### src/rtl/traffic_phase_scheduler.sv
// Demand-driven two-approach phase sequencer; timing counts 1 Hz tick pulses, one cycle from input to lamps.
// Skips unrequested left-turn phases, rests in green without opposing demand, flashes yellow when disabled.
module traffic_phase_scheduler #(
  parameter int CNT_W     = 6,
  parameter int T_LEFT    = 15,
  parameter int T_GREEN_A = 40,
  parameter int T_GREEN_B = 30,
  parameter int T_YELLOW  = 5,
  parameter int T_ALLRED  = 2
) (
  input  logic             clk,
  input  logic             reset,
  input  logic             tick,
  input  logic             enable,
  input  logic             veh_req_a,
  input  logic             veh_req_b,
  input  logic             left_req_a,
  input  logic             left_req_b,
  output logic             left_turn_a,
  output logic             green_a,
  output logic             yellow_a,
  output logic             red_a,
  output logic             left_turn_b,
  output logic             green_b,
  output logic             yellow_b,
  output logic             red_b,
  output logic [3:0]       phase,
  output logic [CNT_W-1:0] countdown
);

  typedef enum logic [3:0] {
    ALLRED_A = 4'd0,
    A_LEFT   = 4'd1,
    A_GREEN  = 4'd2,
    A_YELLOW = 4'd3,
    ALLRED_B = 4'd4,
    B_LEFT   = 4'd5,
    B_GREEN  = 4'd6,
    B_YELLOW = 4'd7,
    FLASH    = 4'd8
  } phase_t;

  localparam logic [CNT_W-1:0] CNT_ONE = CNT_W'(1);
  localparam logic [7:0]       LAMPS_ALLRED = 8'b0001_0001;

  phase_t           state, state_nxt;
  logic [CNT_W-1:0] cnt, cnt_nxt;
  logic             pend_a, pend_b, pend_left_a, pend_left_b;
  logic             pend_a_nxt, pend_b_nxt, pend_left_a_nxt, pend_left_b_nxt;
  logic             flash_yel, flash_yel_nxt;
  // {left_a, green_a, yellow_a, red_a, left_b, green_b, yellow_b, red_b}
  logic [7:0]       lamps, lamps_nxt;

  function automatic logic [CNT_W-1:0] dur(input phase_t p);
    case (p)
      ALLRED_A, ALLRED_B: dur = CNT_W'(T_ALLRED);
      A_LEFT, B_LEFT:     dur = CNT_W'(T_LEFT);
      A_GREEN:            dur = CNT_W'(T_GREEN_A);
      B_GREEN:            dur = CNT_W'(T_GREEN_B);
      A_YELLOW, B_YELLOW: dur = CNT_W'(T_YELLOW);
      default:            dur = '0;
    endcase
  endfunction

  always_comb begin
    state_nxt     = state;
    cnt_nxt       = cnt;
    flash_yel_nxt = 1'b0;

    if (!enable) begin
      state_nxt = FLASH;
      cnt_nxt   = '0;
      if (state != FLASH) flash_yel_nxt = 1'b1;
      else                flash_yel_nxt = tick ? ~flash_yel : flash_yel;
    end else if (state == FLASH) begin
      state_nxt = ALLRED_A;
      cnt_nxt   = CNT_W'(T_ALLRED);
    end else if (tick) begin
      if (cnt > CNT_ONE) begin
        cnt_nxt = cnt - CNT_ONE;
      end else begin
        // Greens without opposing demand keep state; countdown stays at 1.
        case (state)
          ALLRED_A: state_nxt = pend_left_a ? A_LEFT : A_GREEN;
          A_LEFT:   state_nxt = A_GREEN;
          A_GREEN:  if (pend_b || pend_left_b) state_nxt = A_YELLOW;
          A_YELLOW: state_nxt = ALLRED_B;
          ALLRED_B: state_nxt = pend_left_b ? B_LEFT : B_GREEN;
          B_LEFT:   state_nxt = B_GREEN;
          B_GREEN:  if (pend_a || pend_left_a) state_nxt = B_YELLOW;
          B_YELLOW: state_nxt = ALLRED_A;
          default:  state_nxt = ALLRED_A;
        endcase
        if (state_nxt != state) cnt_nxt = dur(state_nxt);
      end
    end

    pend_a_nxt      = pend_a      | (veh_req_a  && state != A_GREEN);
    pend_b_nxt      = pend_b      | (veh_req_b  && state != B_GREEN);
    pend_left_a_nxt = pend_left_a | (left_req_a && state != A_LEFT);
    pend_left_b_nxt = pend_left_b | (left_req_b && state != B_LEFT);
    if (state_nxt != state) begin
      case (state_nxt)
        A_GREEN: pend_a_nxt      = 1'b0;
        B_GREEN: pend_b_nxt      = 1'b0;
        A_LEFT:  pend_left_a_nxt = 1'b0;
        B_LEFT:  pend_left_b_nxt = 1'b0;
        default: ;
      endcase
    end

    case (state_nxt)
      A_LEFT:   lamps_nxt = 8'b1000_0001;
      A_GREEN:  lamps_nxt = 8'b0100_0001;
      A_YELLOW: lamps_nxt = 8'b0010_0001;
      B_LEFT:   lamps_nxt = 8'b0001_1000;
      B_GREEN:  lamps_nxt = 8'b0001_0100;
      B_YELLOW: lamps_nxt = 8'b0001_0010;
      FLASH:    lamps_nxt = {2'b00, flash_yel_nxt, 3'b000, flash_yel_nxt, 1'b0};
      default:  lamps_nxt = LAMPS_ALLRED;
    endcase
  end

  always_ff @(posedge clk) begin
    if (reset) begin
      state       <= ALLRED_A;
      cnt         <= CNT_W'(T_ALLRED);
      pend_a      <= 1'b0;
      pend_b      <= 1'b0;
      pend_left_a <= 1'b0;
      pend_left_b <= 1'b0;
      flash_yel   <= 1'b0;
      lamps       <= LAMPS_ALLRED;
    end else begin
      state       <= state_nxt;
      cnt         <= cnt_nxt;
      pend_a      <= pend_a_nxt;
      pend_b      <= pend_b_nxt;
      pend_left_a <= pend_left_a_nxt;
      pend_left_b <= pend_left_b_nxt;
      flash_yel   <= flash_yel_nxt;
      lamps       <= lamps_nxt;
    end
  end

  assign {left_turn_a, green_a, yellow_a, red_a, left_turn_b, green_b, yellow_b, red_b} = lamps;
  assign phase     = state;
  assign countdown = cnt;

endmodule

### config.mk
export PLATFORM = sky130hd
export DESIGN_NAME = traffic_phase_scheduler
export DESIGN_NICKNAME = d
export VERILOG_FILES = /design/src/rtl/traffic_phase_scheduler.sv
export SDC_FILE = /design/constraint.sdc
export NUM_CORES = 1
export LEC_CHECK = 0
export CORE_ASPECT_RATIO = 1.4
export CORE_MARGIN = 4
export CORE_UTILIZATION = 30
export DETAILED_ROUTE_END_ITERATION = 7
export GPL_ROUTABILITY_DRIVEN = 1
export GPL_TIMING_DRIVEN = 0
export PLACE_DENSITY = 0.53
export SYNTH_ARGS = -nofsm -noshare
export SYNTH_HDL_FRONTEND = slang
export SYNTH_SLANG_ARGS = --single-unit
### constraint.sdc
create_clock -name clk -period 6.1 [get_ports clk]
set_clock_uncertainty 0.2 [all_clocks]
set_input_delay 1.22 -clock clk [delete_from_list [all_inputs] [get_ports clk]]
set_output_delay 1.22 -clock clk [all_outputs]
set_load 0.005 [all_outputs]
==> run_results.csv, run 1 <==
group,metric,value,unit
timing,rsz0062_at_grt,"no",
cts,cts_resized,0,
setup_path,path_cells,"buf_4, inv_2, a2111o_1, a21oi_1, ha_1, nand2b_1, a2111oi_0, mux2i_1, a2111oi_0, a211oi_1",
route,vias,1578,
route,drc,0,
setup_path,critPathKind,"flop to flop",
pwr,total_power,375.2,uW
final_layout,areaGrowthSynthToFinish,22.83,%
cts,cts_buffers,3,
final_layout,num-fill-cells,552,
timing,layout_setup_ws,2.767,ns
run,cap_violations,0,
logic_synthesis,ys_types,62,
cts,cts.path.max_buffers,2,
logic_synthesis,syn_area,1617,sq um
setup_path,slowest_delay,0.52,ns
route,drt_iter0_drc,157,
timing,finalHoldViolCount,0,
final_layout,drive_above_1_share,14.22,%
logic_synthesis,ys_ff_latch,23,
setup_path,crit_buf_inv,2,
floorplan,dieArea,6644,sq um
logic_synthesis,yosysSeqAreaShare,28.48,%
timing,timing.slew.headroom,43.49,%
setup_path,endpoint_kind,"flop",
final_layout,fin_area,1986,sq um
place,port_buffers,24,
logic_synthesis,synthTopCellsByArea,"dfxtp_1, nor2_1, a21oi_1, ha_1, a211oi_1",
timing,worst_pin_slew,0.8399,ns
floorplan,num_io_pins,26,
cts,cts_tree,"yes",
setup_path,crit_slowest_cell,"a2111oi_0",
logic_synthesis,ys_warn_count,0,
timing,setup_viol,0,
route,wl,4492,microns
pwr,p_sw_share,32.65,%
logic_synthesis,synth_top_area_share,28.48,%
status,status,"finished clean",
route,ant_nets,0,
place,dpl-instance-area,1939,sq um
place,pre_cts_ws,2.482,ns
logic_synthesis,avgSynthCellArea,8.508,sq um
pwr,power_switching,122.5,uW
setup_path,crit_path_start,"phase[2]",
global_route,grt-ovfl-total,0,
route,dr.pass1.iters,4,
cts,holdBufCountCts,0,
global_route,grt_max_degree,14,
floorplan,std_cell_rows,31,
pwr,irDropWorstVdd,0.00008923,V
place,routabilityCongestion,0.8381,
setup_path,reg2reg_depth,10,
cts,h-tree-depth,1,
final_layout,final_core_util,38.20,%
pwr,clkPwrFrac,27.4,%
setup_path,cpMostUsedCell,"a2111oi_0",
setup_path,cp.depth,10,
timing,fmax,0.3000,GHz
floorplan,fp.dieW,70.04,microns
timing,hold-worst-slack,0.2849,ns
final_layout,final-instance-count-excl-fill,284,
logic_synthesis,yosysTopAreaCell,"dfxtp_1",
pwr,p_int,252.7,uW
pwr,p_leak,0.7053,nW
worst_hold_path,holdPathStages,2,
global_route,grt_pass1_wl,7293,microns
timing,period_minus_slack,3.333,ns
global_route,grtUsageTotal,13.86,%
setup_path,start_kind,"flop",
logic_synthesis,ys.flop_type,"dfxtp_1",
cts,clk-insertion-delay-late,0.28,ns
setup_path,rr_startpoint,"phase[2]",
cts,post_cts_buffers,0,
floorplan,core,5197,sq um
pwr,powerDensity,188.9,nW/um^2
timing,fin_crit_sh,54.65,%
timing,tns,0,ns
final_layout,finalNetCount,232,
logic_synthesis,postSynth.asyncResetShare,0,%
logic_synthesis,synth_nets,203,
floorplan,die_height,94.86,microns
worst_hold_path,min_path_type,"flop to flop",
cts,root_buffer,"clkbuf_8",
setup_path,worstPathMaxFanout,8,
setup_path,path_delay_family,"compound AO/OA/AOI/OAI gates",
logic_synthesis,syn_inst,190,
pwr,pwr-share-comb,28.6,%
setup_path,required,6.04,ns
global_route,grt_pass1_vias,1517,
global_route,antenna_found_initial,0,
route,wl_per_cell,15.82,microns
final_layout,antenna_cells,0,
place,hpwl,3414,microns
logic_synthesis,synth_edf_count,0,
cts,clock_sinks,23,
cts,cts.reportedPaths.clkPinSlew,0.10,ns
floorplan,start_util,31.10,%
worst_hold_path,min_from,"pend_a",
timing,slew_violations,0,
route,viasPerCell,5.556,
pwr,seqPwrFrac,44.0,%
place,placed_cells,280,
setup_path,cp.arrival,3.27,ns
worst min-delay path, delay by kind of cell, from the launching register on:
family	cells	cell delay (ns)
DFF	1	0.32
buffers and inverters	1	0.05
AOI/OAI and AO/OA	1	0.07
synthesized netlist by cell type (all sizes together) (3+ instances only):
cell,n
dfxtp,23
o21ai,9
nand2b,4
o22ai,3
o21bai,3
nor3b,4
clkbuf,7
or3,3
nor3,5
nand2,7
nor2b,4
inv,8
a211o,3
a2111o,4
nor4,3
ha,5
buf,8
mux2i,3
nor4b,3
a211oi,8
nand3,6
a21oi,13
nor2,20
layout make-up:
cell class                      instances  area, sq um  area share, %
Buffer                                 15        82.58          4.159
Clock buffer                            3        41.29          2.079
Clock inverter                          1        5.005         0.2520
Inverter                                8        30.03          1.512
Multi-Input combinational cell        144         1044          52.55
Sequential cell                        23        460.4          23.19
Tap cell                               66        82.58          4.159
Timing Repair Buffer                   24        240.2          12.10
worst paths after layout:
check | end | slack [ns]
worst max-delay path | countdown[1] | 2.77
worst min-delay path | pend_a | 0.28
worst max register to register | countdown[1] | 2.77
worst min register to register | pend_a | 0.28
registers in the layout (all words and copies together), names as in the netlist:
register / count
countdown: 6
flash_yel: 1
lamps: 8
pend_a: 1
pend_b: 1
pend_left_a: 1
pend_left_b: 1
phase: 4
power by group through the flow:
stage               sequential [mW]  combinational (mW)  clock (mW)
floorplan                     0.167              0.0740           0
global placement              0.169               0.108           0
detailed placement            0.169               0.107           0
CTS                           0.165               0.107       0.106
global route                  0.167               0.119       0.110
finish                        0.165               0.107       0.103
metal layers:
metal  vias up  track usage (%)  wire (microns)
li1        777                -               -
met1       734            15.79            1934
met2        51            25.95            2334
met3        16            2.023             129
met4         0            5.112              94
met5         -                0               0
cell families after synthesis:
logic type | share of synthesized area, %
simple gates | 25.85
fa+ha+maj | 3.870
flops | 28.48
xor+xnor | 1.084
mux | 3.251
compound gates | 30.50
buf+inv | 6.965
layout by cell type (no fill, tap or decap), types with 3 or more instances in the layout:
cell type,instances
a211oi_1,7
nor3_1,5
o22ai_1,3
nand2_1,6
clkdlybuf4s50_1,24
clkbuf_8,3
a211o_1,3
ha_1,5
a21oi_1,13
nor2b_1,4
inv_1,7
nor3b_1,4
mux2i_1,3
a2111o_1,4
nor2_1,20
nand3_1,6
o21ai_0,8
nor4_1,3
clkbuf_1,7
buf_2,3
nand2b_1,4
dfxtp_1,23
(Power assumes the default switching activity.)
==> run 2, diff against run 1 <==
==> constraint.sdc (replaced) <==
create_clock -name clk -period 3.3 [get_ports clk]
set_clock_uncertainty 0.2 [all_clocks]
set_input_delay 0.66 -clock clk [delete_from_list [all_inputs] [get_ports clk]]
set_output_delay 0.66 -clock clk [all_outputs]
set_load 0.005 [all_outputs]
==> run_results.csv, run 2 (synthesis results as in run 1) <==
group,metric,value,unit
floorplan,dieArea,6644,sq um
final_layout,final_core_util,38.42,%
global_route,grt-ovfl-total,0,
floorplan,fp.dieW,70.04,microns
setup_path,path_delay_family,"compound AO/OA/AOI/OAI gates",
place,routabilityCongestion,0.8381,
final_layout,antenna_cells,0,
place,pre_cts_ws,-0.04672,ns
timing,fin_crit_sh,92.22,%
place,port_buffers,24,
timing,fmax,0.3286,GHz
global_route,grt_max_degree,14,
timing,period_minus_slack,3.043,ns
timing,worst_pin_slew,0.8134,ns
route,drc,0,
cts,cts_buffers,3,
timing,tns,0,ns
cts,cts.path.max_buffers,2,
setup_path,path_cells,"buf_4, inv_2, a2111o_1, a21oi_2, ha_1, nand2b_1, a2111oi_2, mux2i_1, a2111oi_1, a211oi_1",
final_layout,top_register,"lamps",
route,wl,4529,microns
route,ant_nets,0,
cts,cts.reportedPaths.clkPinSlew,0.10,ns
route,wl_per_cell,15.95,microns
global_route,grtUsageTotal,13.88,%
setup_path,slowest_delay,0.49,ns
floorplan,std_cell_rows,31,
cts,cts_tree,"yes",
final_layout,drive_above_1_share,15.14,%
place,dpl-instance-area,1939,sq um
setup_path,rr_startpoint,"phase[2]",
global_route,grt_pass1_vias,1531,
pwr,total_power,698.3,uW
setup_path,start_kind,"flop",
timing,rsz0062_at_grt,"no",
worst_hold_path,min_path_type,"flop to flop",
timing,slew_violations,0,
setup_path,required,3.24,ns
route,vias,1552,
cts,clock_sinks,23,
floorplan,num_io_pins,26,
timing,layout_setup_ws,0.2567,ns
pwr,p_leak,0.7069,nW
global_route,grt_pass1_wl,7314,microns
setup_path,crit_buf_inv,2,
floorplan,start_util,31.10,%
cts,post_cts_buffers,0,
route,dr.pass1.iters,4,
place,hpwl,3414,microns
final_layout,largest_reg_flops,8,
route,drt_iter0_drc,135,
run,cap_violations,0,
final_layout,fin_area,1997,sq um
setup_path,cp.arrival,2.99,ns
setup_path,critPathKind,"flop to flop",
setup_path,worstPathMaxFanout,8,
route,viasPerCell,5.465,
floorplan,die_height,94.86,microns
setup_path,crit_slowest_cell,"a2111o_1",
pwr,irDropWorstVdd,0.0001647,V
cts,clk-insertion-delay-late,0.28,ns
worst_hold_path,min_from,"pend_a",
pwr,powerDensity,349.7,nW/um^2
timing,timing.slew.headroom,45.27,%
final_layout,num-fill-cells,551,
final_layout,layout_commonest_cell,"clkdlybuf4s50_1",
global_route,antenna_found_initial,0,
final_layout,finalNetCount,232,
floorplan,core,5197,sq um
timing,setup_viol,0,
cts,h-tree-depth,1,
final_layout,areaGrowthSynthToFinish,23.53,%
status,status,"finished clean",
setup_path,crit_path_start,"phase[2]",
cts,root_buffer,"clkbuf_8",
final_layout,final_cell_mix,"clkdlybuf4s50_1, dfxtp_1, nor2_1",
timing,finalHoldViolCount,0,
setup_path,endpoint_kind,"flop",
==> run 2: cell types whose count changed in the layout (fill, tap and decap cells not counted) <==
cell,before,now
a2111oi_0,2,0
a2111oi_1,0,1
a2111oi_2,0,1
a21oi_1,13,12
a21oi_2,0,1
==> run 2: final cells by class <==
cell class	instances	area [sq um]	area share, %
clock buffer	3	41.29	2.068
clock inverter	1	5.005	0.2506
multi-input combinational	144	1055	52.82
inverter	8	30.03	1.504
sequential	23	460.4	23.06
buffer	15	82.58	4.135
timing repair buffer	24	240.2	12.03
tap	66	82.58	4.135
==> run 2: worst min-delay path, stage by stage (launching register included) <==
cell and delay [ns]:
dfxtp_1 0.32, inv_1 0.05, a221oi_1 0.07
==> run 2: routing by layer <==
layer	GRT usage, %	part of all wire [%]
met1	15.79	43
met2	26.03	52
met3	2.023	2.8
met4	5.112	1.5
met5	0	0
==> run 2: metrics by stage <==
stage,hold slack (ns),std cells
6_report,0.2849,284
5_1_grt,0.3334,284
2_1_floorplan,0.2477,190
3_3_place_gp,0.2649,280
4_1_cts,0.2856,284
3_5_place_dp,0.2700,280
==> run 2: path summary, 6_finish.rpt <==
path,endpoint,slack [ns],depth (start not counted)
setup / recovery,countdown[1],0.26,10
hold / removal,pend_a,0.28,2
setup reg to reg,countdown[1],0.26,10
hold reg to reg,pend_a,0.28,2
==> run 2: where the power goes <==
part / switching, mW / internal (mW)
sequential: 0.0142 / 0.291
combinational: 0.109 / 0.0924
clock: 0.106 / 0.0848
==> run 2: repair_timing <==
| action | CTS | global route |
|---|---|---|
| resized for setup | 1 | 3 |
| endpoints found under the setup margin | 1 | 1 |
| cloned | 0 | 0 |
| hold buffers | 0 | 0 |
==> run 3, diff against run 2 <==
--- a/config.mk
+++ b/config.mk
@@ -5,13 +5,14 @@
 export SDC_FILE = /design/constraint.sdc
 export NUM_CORES = 1
 export LEC_CHECK = 0
+export CAP_MARGIN = 20
 export CORE_ASPECT_RATIO = 1.4
 export CORE_MARGIN = 4
-export CORE_UTILIZATION = 30
+export CORE_UTILIZATION = 53
 export DETAILED_ROUTE_END_ITERATION = 7
 export GPL_ROUTABILITY_DRIVEN = 1
 export GPL_TIMING_DRIVEN = 0
-export PLACE_DENSITY = 0.53
+export PLACE_DENSITY = 0.82
 export SYNTH_ARGS = -nofsm -noshare
 export SYNTH_HDL_FRONTEND = slang
 export SYNTH_SLANG_ARGS = --single-unit
==> run_results.csv, run 3 (synthesis results as in run 1) <==
group,metric,value,unit
timing,fin_crit_sh,92.24,%
setup_path,endpoint_kind,"flop",
timing,finalHoldViolCount,0,
final_layout,top_register,"lamps",
cts,cts_tree,"yes",
pwr,p_sw_share,32.33,%
route,drt_iter0_drc,55,
route,drc,0,
final_layout,finalNetCount,232,
setup_path,slowest_delay,0.50,ns
pwr,total_power,691.9,uW
pwr,p_int,468.2,uW
route,wl_per_cell,17.96,microns
timing,period_minus_slack,3.044,ns
floorplan,core,2907,sq um
global_route,grt_pass1_wl,7624,microns
route,viasPerCell,6.443,
setup_path,start_kind,"flop",
global_route,grt-ovfl-total,0,
floorplan,num_io_pins,26,
cts,cts.reportedPaths.clkPinSlew,0.09,ns
final_layout,areaGrowthSynthToFinish,21.28,%
place,hpwl,3437,microns
floorplan,std_cell_rows,23,
route,vias,1643,
cts,root_buffer,"clkbuf_8",
cts,h-tree-depth,1,
setup_path,required,3.23,ns
place,routabilityCongestion,0.8858,
timing,fmax,0.3285,GHz
final_layout,final-instance-count-excl-fill,255,
timing,slew_violations,0,
global_route,grtUsageTotal,25.47,%
status,status,"finished clean",
cts,clk-insertion-delay-late,0.27,ns
floorplan,start_util,55.62,%
timing,timing.slew.headroom,40.86,%
final_layout,layout_commonest_cell,"clkdlybuf4s50_1",
setup_path,path_delay_family,"compound AO/OA/AOI/OAI gates",
route,ant_nets,0,
cts,clock_sinks,23,
pwr,power_switching,223.7,uW
final_layout,final_cell_mix,"clkdlybuf4s50_1, dfxtp_1, nor2_1",
cts,cts_buffers,3,
setup_path,cp.arrival,2.98,ns
floorplan,dieArea,4010,sq um
final_layout,largest_reg_flops,8,
timing,worst_pin_slew,0.8790,ns
pwr,pwr-share-comb,29.7,%
setup_path,worstPathMaxFanout,8,
cts,cts.path.max_buffers,2,
setup_path,critPathKind,"flop to flop",
final_layout,drive_above_1_share,15.14,%
timing,setup_viol,0,
cts,holdBufCountCts,0,
setup_path,crit_buf_inv,2,
route,dr.pass1.iters,4,
timing,tns,0,ns
pwr,irDropWorstVdd,0.0002565,V
floorplan,fp.dieW,54.68,microns
global_route,grt_pass1_vias,1707,
run,cap_violations,0,
setup_path,crit_slowest_cell,"a2111o_1",
pwr,clkPwrFrac,26.1,%
pwr,p_leak,0.7069,nW
final_layout,antenna_cells,0,
place,port_buffers,24,
worst_hold_path,min_path_type,"flop to flop",
setup_path,path_cells,"buf_4, inv_2, a2111o_1, a21oi_2, ha_1, nand2b_1, a2111oi_2, mux2i_1, a2111oi_1, a211oi_1",
cts,post_cts_buffers,0,
pwr,powerDensity,352.9,nW/um^2
floorplan,die_height,73.35,microns
route,wl,4581,microns
pwr,seqPwrFrac,44.2,%
place,placed_cells,251,
global_route,grt_max_degree,14,
global_route,antenna_found_initial,0,
[run 3: cell counts in the layout (fill, tap and decap cells not counted)]
Identical to the previous run, type by type.
[run 3: path summary, 6_finish.rpt]
check	start	to	slack, ns	cells past startpoint
worst max-delay path	phase[2]	countdown[1]	0.26	10
worst min-delay path	pend_a	pend_a	0.29	2
worst min register to register	pend_a	pend_a	0.29	2
worst max register to register	phase[2]	countdown[1]	0.26	10
[run 3: layout make-up]
class | instances | area, sq um
Fill cell | 247 | 945.9
Sequential cell | 23 | 460.4
Clock buffer | 3 | 41.29
Timing Repair Buffer | 24 | 240.2
Multi-Input combinational cell | 144 | 1055
Buffer | 15 | 82.58
Tap cell | 37 | 46.29
Clock inverter | 1 | 5.005
Inverter | 8 | 30.03
[run 3: per-layer routing]
metal	global-route usage, %	wire, microns	share of wire [%]
met4	13.30	209	4.6
met2	43.68	2450	53
met5	0	0	0
met1	28.73	1698	37
met3	4.462	223	4.9
[run 3: timing repair]
item	CTS	global route
gates resized for setup	0	4
hold endpoints to repair	0	0
endpoints found under the setup margin	0	1
[run 3: worst min-delay path, cell delays in order, from the launching register on]
cell	delay [ns]
dfxtp_1	0.32
inv_1	0.05
a221oi_1	0.06
[run 3: through the flow]
stage	utilization [%]	cell area (sq um)	setup WS [ns]	hold slack (ns)
final	67.46	1961	0.2560	0.2858
after global routing	67.46	1961	-0.03373	0.3147
after CTS	67.07	1949	0.01070	0.2877
after detailed placement	65.48	1903	0.03024	0.2738
after global placement	65.48	1903	0.04786	0.2604
after floorplan	-	1617	0.5626	0.2477
[run 3: power groups by stage]
stage | Clock [mW] | Sequential (mW) | Combinational, mW
after global placement | 0 | 0.311 | 0.192
after floorplan | 0 | 0.309 | 0.137
final | 0.180 | 0.306 | 0.205
after CTS | 0.182 | 0.305 | 0.200
after detailed placement | 0 | 0.312 | 0.198
after global routing | 0.201 | 0.308 | 0.224
